[config.mk]
export PLATFORM = sky130hd
export DESIGN_NAME = as2650_timer_block
export DESIGN_NICKNAME = d
export VERILOG_FILES = /design/src/rtl/as2650_timer_block.sv
export SDC_FILE = /design/constraint.sdc
export NUM_CORES = 1
export LEC_CHECK = 0
export BUFFER_PORTS_ARGS = -buffer_cell sky130_fd_sc_hd__clkbuf_2
export CAP_MARGIN = 10
export CORE_ASPECT_RATIO = 1.4
export CORE_UTILIZATION = 35
export DETAILED_ROUTE_END_ITERATION = 10
export MAX_ROUTING_LAYER = met4
export PLACE_DENSITY = 0.55
export SLEW_MARGIN = 20
export SYNTH_ARGS = -nofsm -noshare
export SYNTH_HDL_FRONTEND = slang
export SYNTH_SLANG_ARGS = --single-unit
[constraint.sdc]
create_clock -name clk_i -period 2.9 [get_ports clk_i]
set_input_delay 0 -clock clk_i [delete_from_list [all_inputs] [get_ports clk_i]]
set_output_delay 0 -clock clk_i [all_outputs]
set_load 0.005 [all_outputs]
[src/rtl/as2650_timer_block.sv]
// AS2650 IO-bus timer block: NUM_TIMERS 16-bit down counters with prescaler, reload and irq.
// Define TIMER_BLOCK_PWM_EN to add per-timer compare registers and the pwm_out outputs.
module as2650_timer_block #(
  parameter int unsigned NUM_TIMERS = 2,
  parameter logic [7:0]  ID_VALUE   = 8'h54
) (
  input  logic                  clk_i,
  input  logic                  rst,
  input  logic                  bus_cyc,
  input  logic                  bus_we,
  input  logic [5:0]            bus_addr,
  input  logic [7:0]            bus_data_in,
  output logic [7:0]            bus_data_out,
  output logic [NUM_TIMERS-1:0] irq,
  output logic [NUM_TIMERS-1:0] pwm_out
);

  logic [5:0]  r_ctrl    [NUM_TIMERS];
  logic [15:0] r_reload  [NUM_TIMERS];
  logic [15:0] r_count   [NUM_TIMERS];
  logic [7:0]  r_staging [NUM_TIMERS];
  logic [7:0]  r_shadow  [NUM_TIMERS];
  logic [6:0]  r_presc   [NUM_TIMERS];
  logic [NUM_TIMERS-1:0] r_ovf;
  logic [NUM_TIMERS-1:0] r_irq;
  logic                  r_rd_q;

  logic [5:0]  w_ctrl_nxt    [NUM_TIMERS];
  logic [15:0] w_reload_nxt  [NUM_TIMERS];
  logic [15:0] w_count_nxt   [NUM_TIMERS];
  logic [7:0]  w_staging_nxt [NUM_TIMERS];
  logic [7:0]  w_shadow_nxt  [NUM_TIMERS];
  logic [6:0]  w_presc_nxt   [NUM_TIMERS];
  logic [NUM_TIMERS-1:0] w_ovf_nxt;
  logic [NUM_TIMERS-1:0] w_ovf_set;
  logic [NUM_TIMERS-1:0] w_ovf_clr;
  logic [NUM_TIMERS-1:0] w_tick;
  logic [NUM_TIMERS-1:0] w_irq_nxt;

`ifdef TIMER_BLOCK_PWM_EN
  logic [15:0] r_cmp     [NUM_TIMERS];
  logic [15:0] w_cmp_nxt [NUM_TIMERS];
  logic [NUM_TIMERS-1:0] r_pwm;
  logic [NUM_TIMERS-1:0] w_pwm_nxt;
`endif

  logic [2:0] w_idx;
  logic [2:0] w_off;
  logic       w_wr;
  logic       w_rd;

  assign w_idx = bus_addr[5:3];
  assign w_off = bus_addr[2:0];
  assign w_wr  = bus_cyc && bus_we;
  assign w_rd  = bus_cyc && !bus_we;

  always_comb begin
    w_ctrl_nxt    = r_ctrl;
    w_reload_nxt  = r_reload;
    w_count_nxt   = r_count;
    w_staging_nxt = r_staging;
    w_shadow_nxt  = r_shadow;
    w_presc_nxt   = r_presc;
    w_ovf_set     = '0;
    w_ovf_clr     = '0;
    w_ovf_nxt     = '0;
    w_tick        = '0;
    w_irq_nxt     = '0;
`ifdef TIMER_BLOCK_PWM_EN
    w_cmp_nxt     = r_cmp;
    w_pwm_nxt     = '0;
`endif
    for (int n = 0; n < NUM_TIMERS; n++) begin
      w_tick[n] = r_ctrl[n][0] && (r_presc[n] == ((7'd1 << r_ctrl[n][5:3]) - 7'd1));
      if (!r_ctrl[n][0] || w_tick[n]) w_presc_nxt[n] = '0;
      else                            w_presc_nxt[n] = r_presc[n] + 7'd1;

      if (w_tick[n]) begin
        if (r_count[n] != '0) begin
          w_count_nxt[n] = r_count[n] - 16'd1;
        end else begin
          w_count_nxt[n] = r_reload[n];
          w_ovf_set[n]   = 1'b1;
          if (r_ctrl[n][1]) w_ctrl_nxt[n][0] = 1'b0;
        end
      end

      // Bus writes come after the counter update so a written CTRL or COUNT wins.
      if (w_wr && (w_idx == 3'(n))) begin
        case (w_off)
          3'd0: w_ctrl_nxt[n]         = bus_data_in[5:0];
          3'd1: w_reload_nxt[n][7:0]  = bus_data_in;
          3'd2: w_reload_nxt[n][15:8] = bus_data_in;
          3'd3: w_staging_nxt[n]      = bus_data_in;
          3'd4: begin
            w_count_nxt[n] = {bus_data_in, r_staging[n]};
            w_presc_nxt[n] = '0;
          end
          3'd5: w_ovf_clr[n] = bus_data_in[0];
`ifdef TIMER_BLOCK_PWM_EN
          3'd6: w_cmp_nxt[n][7:0]  = bus_data_in;
          3'd7: w_cmp_nxt[n][15:8] = bus_data_in;
`endif
          default: ;
        endcase
      end

      // Latch the high byte only on the first cycle of a COUNT_LO read.
      if (w_rd && !r_rd_q && (w_idx == 3'(n)) && (w_off == 3'd3)) begin
        w_shadow_nxt[n] = r_count[n][15:8];
      end

      w_ovf_nxt[n] = (r_ovf[n] && !w_ovf_clr[n]) || w_ovf_set[n];
      w_irq_nxt[n] = r_ovf[n] && r_ctrl[n][2];
`ifdef TIMER_BLOCK_PWM_EN
      w_pwm_nxt[n] = r_ctrl[n][0] && (r_count[n] < r_cmp[n]);
`endif
    end
  end

  always_ff @(posedge clk_i) begin
    if (rst) begin
      r_rd_q <= 1'b0;
      r_ovf  <= '0;
      r_irq  <= '0;
      for (int n = 0; n < NUM_TIMERS; n++) begin
        r_ctrl[n]    <= '0;
        r_reload[n]  <= '0;
        r_count[n]   <= '0;
        r_staging[n] <= '0;
        r_shadow[n]  <= '0;
        r_presc[n]   <= '0;
      end
`ifdef TIMER_BLOCK_PWM_EN
      r_pwm <= '0;
      for (int n = 0; n < NUM_TIMERS; n++) r_cmp[n] <= 16'hFFFF;
`endif
    end else begin
      r_rd_q    <= w_rd;
      r_ovf     <= w_ovf_nxt;
      r_irq     <= w_irq_nxt;
      r_ctrl    <= w_ctrl_nxt;
      r_reload  <= w_reload_nxt;
      r_count   <= w_count_nxt;
      r_staging <= w_staging_nxt;
      r_shadow  <= w_shadow_nxt;
      r_presc   <= w_presc_nxt;
`ifdef TIMER_BLOCK_PWM_EN
      r_pwm     <= w_pwm_nxt;
      r_cmp     <= w_cmp_nxt;
`endif
    end
  end

  always_comb begin
    bus_data_out = 8'h00;
    if (bus_addr == 6'h3F) begin
      bus_data_out = ID_VALUE;
    end else begin
      for (int n = 0; n < NUM_TIMERS; n++) begin
        if (w_idx == 3'(n)) begin
          case (w_off)
            3'd0: bus_data_out = {2'b00, r_ctrl[n]};
            3'd1: bus_data_out = r_reload[n][7:0];
            3'd2: bus_data_out = r_reload[n][15:8];
            3'd3: bus_data_out = r_count[n][7:0];
            3'd4: bus_data_out = r_shadow[n];
            3'd5: bus_data_out = {7'b0, r_ovf[n]};
`ifdef TIMER_BLOCK_PWM_EN
            3'd6: bus_data_out = r_cmp[n][7:0];
            3'd7: bus_data_out = r_cmp[n][15:8];
`endif
            default: bus_data_out = 8'h00;
          endcase
        end
      end
    end
  end

  assign irq = r_irq;
`ifdef TIMER_BLOCK_PWM_EN
  assign pwm_out = r_pwm;
`else
  assign pwm_out = '0;
`endif

endmodule

==> flow_summary.yaml, run 1 <==
run_status:
  status: "finished, final reports clean"
clock_network:
  clk_latency_ns: 0.43
  clk_pin_slew_ns: 0.06
  cts_sinks: 127
  htreeDepth: 4
  cts_root_buf: "clkbuf_16"
  cts_buffers: 17
  cts_tree: "yes"
  clock_path_buffers: 2
  cts_setup_buffers: 0
cells_and_area:
  drive_above_1_share_pct: 14.4
  final_common_cell: "nor2_1"
  antennaDiodeCount: 0
  synthToLayoutAreaGrowth_pct: 14.7
  mostFrequentLayoutCells: "nor2_1, dfxtp_1, mux2i_1"
  fin_nets: 931
  instances_no_fill: 1169
  num-fill-cells: 2054
yosys:
  synth_seq_cells: 127
  seq_area_frac_synth_pct: 35.2
  ys_async_sr_fraction_pct: 0
  synth_enable_flop_cells: 0
  yosysUniqueCellTypes: 76
  synth_area_leaders: "dfxtp_1, mux2i_1, nor2_1, a21oi_1, nand3_1"
  postSynthCellCount: 891
  synth_flop_cell: "dfxtp_1"
  ys.warnings.count: 0
  synth_top_area_share_pct: 35.2
  synth_largest_area_cell: "dfxtp_1"
  synth_area_um2: 7210
  avgSynthCellArea_um2: 8.10
critical_path:
  cp-start-kind: "register"
  r2r-start: "r_ctrl[9]$_SDFFE_PP0P_"
  critPathArrivalTime_ns: 3.07
  cp.required_ns: 3.26
  crit_type: "register to register"
  cp-startpoint: "r_ctrl[9]$_SDFFE_PP0P_"
  cp_max_fo: 8
  end_kind: "register"
sta:
  max_freq_ghz: 0.370
  skew_ns: 0.0119
  finalSetupTns_ns: 0
  fin_crit_sh_pct: 93.2
  slew_headroom_pct: 32.1
  rsz0062_at_grt: "no"
  setup_ws_ns: 0.198
  layout_min_cycle_time_ns: 2.70
  hold_viol: 0
  worst_slew_pin_slew_ns: 1.02
  finalSetupViolCount: 0
  final_max_slew_viol_count: 0
placement:
  post-place-ws_ns: 0.0294
  port_buffers: 27
  dp.cells: 1135
  gp_congestion: 0.916
  dp_hpwl_um: 16500
detailed_routing:
  num_vias: 6865
  avgRoutedWirePerCell_um: 20.6
  drt_wl_total_um: 24100
  firstDrtPassIters: 5
  vias_per_cell: 5.87
  drtIter0Drc: 416
  detail-route-antenna-nets: 0
  post-route-drc-count: 0
flow_run:
  max_cap_violations: 0
floorplan:
  die_height_um: 172
  io_pins: 30
  die_w_um: 123
  start_util_pct: 36.1
  rows: 61
  core_area_um2: 20000
  die_area_um2: 21200
global_routing:
  antenna_found_initial: 0
  grt_max_degree: 67
  globalRouteOverflowTotal: 0
  grt_pass1_vias: 6691
  track_usage_pct: 24.8
  grt_pass1_wl_um: 38000
min_path:
  hold_start: "rst"
  hp-class: "primary input to register"
power:
  seqPwrFrac_pct: 42.9
  leakagePower_nw: 3.03
  p_per_area_nw_per_um2: 495
  comb_power_share_pct: 6.9
  p_int_mw: 3.11
  power_switching_mw: 0.984
  ir_drop_v: 0.000337
  power_frac_clock_pct: 50.2
  swShare_pct: 24.0
-- layout make-up --
type | instances | area [µm²] | area share (%)
Multi-Input combinational cell | 669 | 4290 | 51.9
Sequential cell | 127 | 2540 | 30.7
Clock buffer | 25 | 505 | 6.11
Timing Repair Buffer | 68 | 480 | 5.80
Tap cell | 252 | 315 | 3.81
Inverter | 23 | 86.3 | 1.04
Clock inverter | 5 | 55.1 | 0.665
-- final timing paths --
path | end | slack (ns) | cells after the start
hold reg to reg | r_shadow[13]$_SDFFE_PP0P_ | 0.45 | 2
setup / recovery | r_count[30]$_SDFF_PP0_ | 0.20 | 9
hold / removal | r_staging[7]$_SDFFE_PP0P_ | 0.02 | 2
setup reg to reg | r_count[30]$_SDFF_PP0_ | 0.20 | 9
-- metrics by stage --
step	cell area [µm²]	total power, mW	hold WS, ns	util (%)
2_1_floorplan	7220	1.97	0.143	-
3_3_place_gp	7660	2.07	0.366	38.3
3_5_place_dp	7660	2.07	0.356	38.3
4_1_cts	8270	4.12	0.0126	41.3
5_1_grt	8280	4.24	0.0359	41.4
6_report	8280	4.10	0.0211	41.4
-- worst max-delay path: stages, from the launching register on --
cell	delay, ns
dfxtp_1	0.30
or3_1	0.37
ha_2	0.24
nor4b_2	0.21
a31oi_1	0.08
a31o_1	0.26
or4_4	0.58
buf_4	0.19
nor2_1	0.23
o311a_1	0.18
-- routing by layer --
metal,track usage (%),share of wire (%),vias up
li1,-,-,3267
met4,12.8,4.7,0
met3,4.16,5.0,66
met1,29.0,41,3319
met2,40.5,49,213
met5,-,0,-
-- registers in the layout (all words and copies together) (netlist names) --
register	flops
r_presc	14
irq	2
r_staging	16
r_count	32
r_ovf	2
r_reload	32
r_ctrl	12
r_shadow	16
r_rd_q	1
-- cells by family (layout without fill, tap and decap cells) --
group / Yosys count / count (layout) / synth area share, %
fa+ha+maj: 8 / 8 / 1.35
buf+inv: 96 / 121 / 5.60
simple gates: 349 / 349 / 24.3
mux: 86 / 86 / 12.5
compound gates: 209 / 209 / 19.0
flops: 127 / 127 / 35.2
other cells: 1 / 2 / 0.0520
xor+xnor: 15 / 15 / 1.93
-- Yosys cell counts, types with 8 or more instances --
cell type / instances
o21ai_0: 38
or3_1: 10
and3_1: 11
a22oi_1: 12
o22ai_1: 22
nor2_1: 131
nor4_1: 11
nand3_1: 47
a211oi_1: 11
a21oi_1: 49
nor3_1: 14
clkbuf_1: 44
dfxtp_1: 127
nor2b_1: 11
o211ai_1: 8
buf_1: 15
inv_1: 21
buf_2: 8
a31oi_1: 12
mux2i_1: 79
xnor2_1: 8
nand4_1: 8
nand2_1: 62
-- power by group through the flow --
stage | clock network (mW) | registers [mW] | logic [mW]
6_report | 2.06 | 1.76 | 0.282
5_1_grt | 2.18 | 1.76 | 0.304
4_1_cts | 2.08 | 1.76 | 0.278
3_5_place_dp | 0 | 1.79 | 0.273
3_3_place_gp | 0 | 1.79 | 0.273
2_1_floorplan | 0 | 1.79 | 0.178
-- timing repair --
| item | 4_1_cts | 5_1_grt |
|---|---|---|
| endpoints found under the hold margin | 8 | 0 |
| endpoints found under the setup margin | 0 | 9 |
| hold buffers | 4 | 0 |
| gates resized for setup | 0 | 3 |
Power figures use the tool's default switching activity.
==> run 2: changes to the inputs <==
--- a/config.mk
+++ b/config.mk
@@ -5,6 +5,7 @@
 export SDC_FILE = /design/constraint.sdc
 export NUM_CORES = 1
 export LEC_CHECK = 0
+export ABC_AREA = 1
 export BUFFER_PORTS_ARGS = -buffer_cell sky130_fd_sc_hd__clkbuf_2
 export CAP_MARGIN = 10
 export CORE_ASPECT_RATIO = 1.4
==> run 2 against run 1 <==
Effect of this change:
- utilization shrank 0.26 points
- synthesized cell count grew 25%
- global-route usage shrank 0.41 points
- critical path type unchanged
- critical endpoint is now r_count[26]$_SDFF_PP0_
- largest cell class unchanged
==> flow_summary.yaml, run 2 <==
yosys:
  synth_enable_flop_cells: 0
  synth_flop_cell: "dfxtp_1"
  synth_seq_cells: 127
  synth_area_leaders: "dfxtp_1, nand2_1, o21ai_0, a21oi_1, nand3_1"
  ys.warnings.count: 0
  synth.most_common_cell: "nand2_1"
  synthTopCellsByCount: "nand2_1, dfxtp_1, inv_1, o21ai_0, a21oi_1"
  avgSynthCellArea_um2: 6.44
  yosysUniqueCellTypes: 46
  synth_top_area_share_pct: 35.3
  postSynthCellCount: 1118
  synth_largest_area_cell: "dfxtp_1"
  seq_area_frac_synth_pct: 35.3
  ys_async_sr_fraction_pct: 0
  synth_area_um2: 7200
cells_and_area:
  fin_nets: 1164
  ff_latch_area_um2: 2540
  synthToLayoutAreaGrowth_pct: 14.3
  antennaDiodeCount: 0
  finalInstanceArea_um2: 8230
  final_common_cell: "nand2_1"
  drive_above_1_share_pct: 8.68
  multi_input_area_um2: 3930
  mostFrequentLayoutCells: "nand2_1, dfxtp_1, inv_1"
  num-fill-cells: 2182
  reg_top3: "r_count (32), r_reload (32)"
critical_path:
  worstRegToRegCells: 16
  crit_type: "register to register"
  end_kind: "register"
  critPathArrivalTime_ns: 2.81
  cp_max_fo: 17
  cp.required_ns: 3.27
  cp-start-kind: "register"
clock_network:
  cts_buffers: 17
  ctsResizeCount: 0
  clk_pin_slew_ns: 0.06
  cts.hold.buffers_added: 8
  clk_latency_ns: 0.43
  cts_setup_buffers: 0
  clock_path_buffers: 2
  htreeDepth: 4
  cts_sinks: 127
  cts_tree: "yes"
  cts_root_buf: "clkbuf_16"
flow_run:
  max_cap_violations: 0
power:
  p_per_area_nw_per_um2: 686
  seqPwrFrac_pct: 33.0
  comb_power_share_pct: 26.3
  ir_drop_v: 0.000419
  power_switching_mw: 1.90
  power_frac_clock_pct: 40.7
  swShare_pct: 33.6
  p_int_mw: 3.74
  leakagePower_nw: 3.80
sta:
  max_freq_ghz: 0.411
  hold_viol: 0
  layout_min_cycle_time_ns: 2.43
  finalSetupViolCount: 0
  final_max_slew_viol_count: 0
  skew_ns: 0.00726
  finalSetupTns_ns: 0
  slew_headroom_pct: 48.5
  worst_slew_pin_slew_ns: 0.770
  hold_ws_ns: 0.0528
  fin_crit_sh_pct: 83.9
  rsz0062_at_grt: "no"
placement:
  dpl-instance-area_um2: 7520
  port_buffers: 27
  dp_hpwl_um: 17700
  gp_congestion: 0.935
min_path:
  holdPathStages: 3
  hp-class: "primary input to register"
global_routing:
  track_usage_pct: 24.4
  globalRouteOverflowTotal: 0
  antenna_found_initial: 0
  grt_pass1_wl_um: 37300
  grt_pass1_vias: 6687
  grt_max_degree: 77
run_status:
  status: "finished, final reports clean"
detailed_routing:
  drtIter0Drc: 608
  wl_met3_um: 751
  avgRoutedWirePerCell_um: 17.2
  m1WireLength_um: 10200
  post-route-drc-count: 0
  routed.top_layer: "met4"
  drt_wl_total_um: 24200
  num_vias: 7249
  wl_met2_um: 12000
  vias_per_cell: 5.16
  firstDrtPassIters: 5
  detail-route-antenna-nets: 0
floorplan:
  start_util_pct: 36.0
  core_area_um2: 20000
  die_height_um: 172
  rows: 61
  die_w_um: 123
  die_area_um2: 21200
  io_pins: 30
==> run 2: power groups by stage <==
stage	Sequential (mW)	Clock [mW]	Combinational, mW
after global placement	1.90	0	1.46
after global routing	1.87	2.41	1.67
after CTS	1.86	2.33	1.47
after floorplan	1.87	0	1.09
after detailed placement	1.90	0	1.45
final	1.86	2.29	1.48
==> run 2: critical path, stage by stage, from the launching register on <==
cell     delay, ns
dfxtp_1       0.37
nor2_1        0.24
nand2_1       0.11
ha_1          0.28
inv_1         0.11
nand2_1       0.06
nand2_1       0.06
nand2_1       0.05
nand2_1       0.06
nand2_1       0.06
nor2_2        0.11
nand2_1       0.10
nor2_4        0.39
nand3_1       0.15
nand3_1       0.11
nand2_1       0.05
inv_1         0.04
==> run 2: area by class of cell <==
cell class	instances	area share (%)
multi-input combinational	815	47.8
sequential	127	30.9
inverter	131	6.04
clock inverter	11	1.98
timing repair buffer	47	3.86
tap	252	3.83
clock buffer	21	5.60
==> run 2: metal layers <==
layer | up-vias | global-route usage [%]
met3 | 58 | 3.51
met4 | 0 | 13.5
met1 | 3352 | 27.2
li1 | 3677 | -
met5 | - | -
met2 | 162 | 41.3
==> run 2: cells by family after synthesis <==
family,share of synthesized area [%]
AND/OR/NAND/NOR,32.2
XOR/XNOR,2.92
AO/OA/AOI/OAI,18.2
flip-flops,35.3
other,0.0521
buffers and inverters,10.1
adder cells (fa/ha/maj),1.22
==> run 2: through the flow <==
stage,instances,setup slack [ns],util (%),power (mW)
after floorplan,1119,0.861,-,2.96
after global placement,1364,0.609,37.6,3.35
after detailed placement,1364,0.537,37.6,3.35
after CTS,1404,0.504,41.1,5.66
after global routing,1404,0.229,41.1,5.95
final,1404,0.468,41.1,5.64
==> run 2: worst paths after layout <==
check                                from                         to  slack, ns
setup / recovery  r_ctrl[10]$_SDFFE_PP0P_     r_count[26]$_SDFF_PP0_       0.47
hold / removal             bus_data_in[1]  r_staging[1]$_SDFFE_PP0P_       0.05
setup reg to reg  r_ctrl[10]$_SDFFE_PP0P_     r_count[26]$_SDFF_PP0_       0.47
hold reg to reg    r_ctrl[8]$_SDFFE_PP0P_          irq[0]$_SDFF_PP0_       0.44
==> run 3: changes to the inputs <==
--- a/config.mk
+++ b/config.mk
@@ -12,7 +12,7 @@
 export CORE_UTILIZATION = 35
 export DETAILED_ROUTE_END_ITERATION = 10
 export MAX_ROUTING_LAYER = met4
-export PLACE_DENSITY = 0.55
+export PLACE_DENSITY = 0.53
 export SLEW_MARGIN = 20
 export SYNTH_ARGS = -nofsm -noshare
 export SYNTH_HDL_FRONTEND = slang
==> constraint.sdc (replaced) <==
create_clock -name clk_i -period 2.45 [get_ports clk_i]
set_input_delay 0 -clock clk_i [delete_from_list [all_inputs] [get_ports clk_i]]
set_output_delay 0 -clock clk_i [all_outputs]
set_load 0.005 [all_outputs]
==> run 3 against run 2 <==
Effect of this change:
- critical path depth increased by 1
- final cell count up 0.78%
- register-to-register slack lost 0.06 ns
- worst setup slack worse by 0.060 ns
==> flow_summary.yaml, run 3 (synthesized netlist as in run 2, its figures left out) <==
power:
  swShare_pct: 34.1
  p_per_area_nw_per_um2: 811
  p_int_mw: 4.45
  seqPwrFrac_pct: 32.7
  comb_power_share_pct: 26.8
  ir_drop_v: 0.000471
  power_frac_clock_pct: 40.5
  leakagePower_nw: 3.87
  power_switching_mw: 2.30
cells_and_area:
  fin_nets: 1176
  mostFrequentLayoutCells: "nand2_1, dfxtp_1, inv_1"
  synthToLayoutAreaGrowth_pct: 15.6
  final_util_pct: 41.6
  reg_top3: "r_count (32), r_reload (32)"
  final_common_cell: "nand2_1"
  num-fill-cells: 2133
  drive_above_1_share_pct: 9.72
  antennaDiodeCount: 0
critical_path:
  slowest_stage: "dfxtp_1"
  reg2reg_setup_slack_ns: 0.41
  end_kind: "register"
  cp.required_ns: 2.82
  cp_max_fo: 17
  cp_cell_sequence: "nor2_1 -> nand2_1 -> ha_1 -> inv_1 -> nand2_1 -> nand2_1 -> nand2_1 -> nand2_1 -> nand2_1 -> nor2_2 -> nand2_1 -> nor2_4 -> buf_12 -> nand3_1 -> nand3_1 -> nand2_1 -> inv_1"
  slowest_delay_ns: 0.37
  critPathArrivalTime_ns: 2.41
  path_common_cell: "nand2_1"
  crit_type: "register to register"
  cp-start-kind: "register"
floorplan:
  rows: 61
  start_util_pct: 36.0
  die_area_um2: 21200
  die_height_um: 172
  core_area_um2: 20000
  die_w_um: 123
  io_pins: 30
sta:
  slew_headroom_pct: 57.6
  hold_viol: 0
  worst_slew_pin_slew_ns: 0.636
  skew_ns: 0.00900
  finalSetupViolCount: 0
  rsz0062_at_grt: "no"
  max_freq_ghz: 0.490
  fin_crit_sh_pct: 83.4
  layout_min_cycle_time_ns: 2.04
  final_max_slew_viol_count: 0
  finalSetupTns_ns: 0
placement:
  dp_hpwl_um: 18300
  port_buffers: 27
  gp_congestion: 0.969
detailed_routing:
  detail-route-antenna-nets: 0
  num_vias: 7323
  drtIter0Drc: 525
  firstDrtPassIters: 5
  post-route-drc-count: 0
  avgRoutedWirePerCell_um: 17.4
  drt_wl_total_um: 24700
  vias_per_cell: 5.18
clock_network:
  cts_sinks: 127
  cts_root_buf: "clkbuf_16"
  cts_tree: "yes"
  ctsResizeCount: 0
  clk_latency_ns: 0.43
  htreeDepth: 4
  clock_path_buffers: 2
  cts_buffers: 17
  clk_pin_slew_ns: 0.06
min_path:
  hp-class: "primary input to register"
run_status:
  status: "finished, final reports clean"
global_routing:
  grt_pass1_wl_um: 38200
  globalRouteOverflowTotal: 0
  track_usage_pct: 24.9
  grt_max_degree: 60
  antenna_found_initial: 0
  grt_pass1_vias: 6687
flow_run:
  max_cap_violations: 0
## run 3: changes by cell type in the layout (fill, tap and decap cells not counted), sizes merged
| cell | change |
|---|---|
| clkinvlp | -1 |
| buf | +12 |
| clkinv | +2 |
| inv | +1 |
| clkbuf | -3 |
## run 3: area by class of cell
cell class / count / area (µm²) / share of cell area (%)
Multi-Input combinational cell: 815 / 3930 / 47.2
Sequential cell: 127 / 2540 / 30.6
Inverter: 131 / 497 / 5.97
Clock buffer: 18 / 439 / 5.28
Timing Repair Buffer: 59 / 408 / 4.90
Tap cell: 252 / 315 / 3.79
Clock inverter: 13 / 189 / 2.27
## run 3: path summary, 6_finish.rpt
| check | startpoint | to | cells after the start |
|---|---|---|---|
| hold reg to reg | r_ctrl[8]$_SDFFE_PP0P_ | irq[0]$_SDFF_PP0_ | 2 |
| setup / recovery | r_ctrl[10]$_SDFFE_PP0P_ | r_count[19]$_SDFF_PP0_ | 17 |
| hold / removal | rst | r_staging[12]$_SDFFE_PP0P_ | 4 |
| setup reg to reg | r_ctrl[10]$_SDFFE_PP0P_ | r_count[19]$_SDFF_PP0_ | 17 |
## run 3: power by group through the flow
stage	registers [mW]	clock network, mW	logic [mW]
2_1_floorplan	2.22	0	1.29
3_3_place_gp	2.25	0	1.77
3_5_place_dp	2.25	0	1.77
4_1_cts	2.20	2.77	1.79
5_1_grt	2.21	2.85	2.04
6_report	2.21	2.73	1.81
## run 3: stage by stage
stage	setup slack [ns]	cell area (µm²)	power [mW]	hold WS (ns)	instances
after CTS	0.252	8300	6.76	0.0333	1414
after global placement	0.299	7590	4.02	0.207	1375
final	0.408	8320	6.74	0.0305	1415
after global routing	0.0563	8320	7.10	0.0551	1415
after floorplan	0.411	7200	3.51	0.0776	1119
after detailed placement	0.272	7590	4.02	0.207	1375
## run 3: layer usage
| layer | share of wire, % | wire, µm | up-vias | GRT usage [%] |
|---|---|---|---|---|
| met5 | 0 | 0 | - | - |
| met4 | 3.2 | 784 | 0 | 10.2 |
| met3 | 4.4 | 1090 | 51 | 3.75 |
| met2 | 51 | 12700 | 178 | 44.2 |
| met1 | 41 | 10100 | 3396 | 27.4 |
| li1 | - | - | 3698 | - |
## run 3: worst max-delay path, delay by kind of cell, from the launching register on
| kind | cells | cell delay (ns) |
|---|---|---|
| buffers and inverters | 3 | 0.30 |
| adders and majority gates | 1 | 0.27 |
| and+or+nand+nor | 13 | 1.03 |
| DFF | 1 | 0.37 |
## run 3: repair_timing
action | 4_1_cts | 5_1_grt
setup endpoints to repair | 0 | 15
endpoints found under the hold margin | 8 | 0
hold buffers | 8 | 0
buffers inserted | 0 | 1
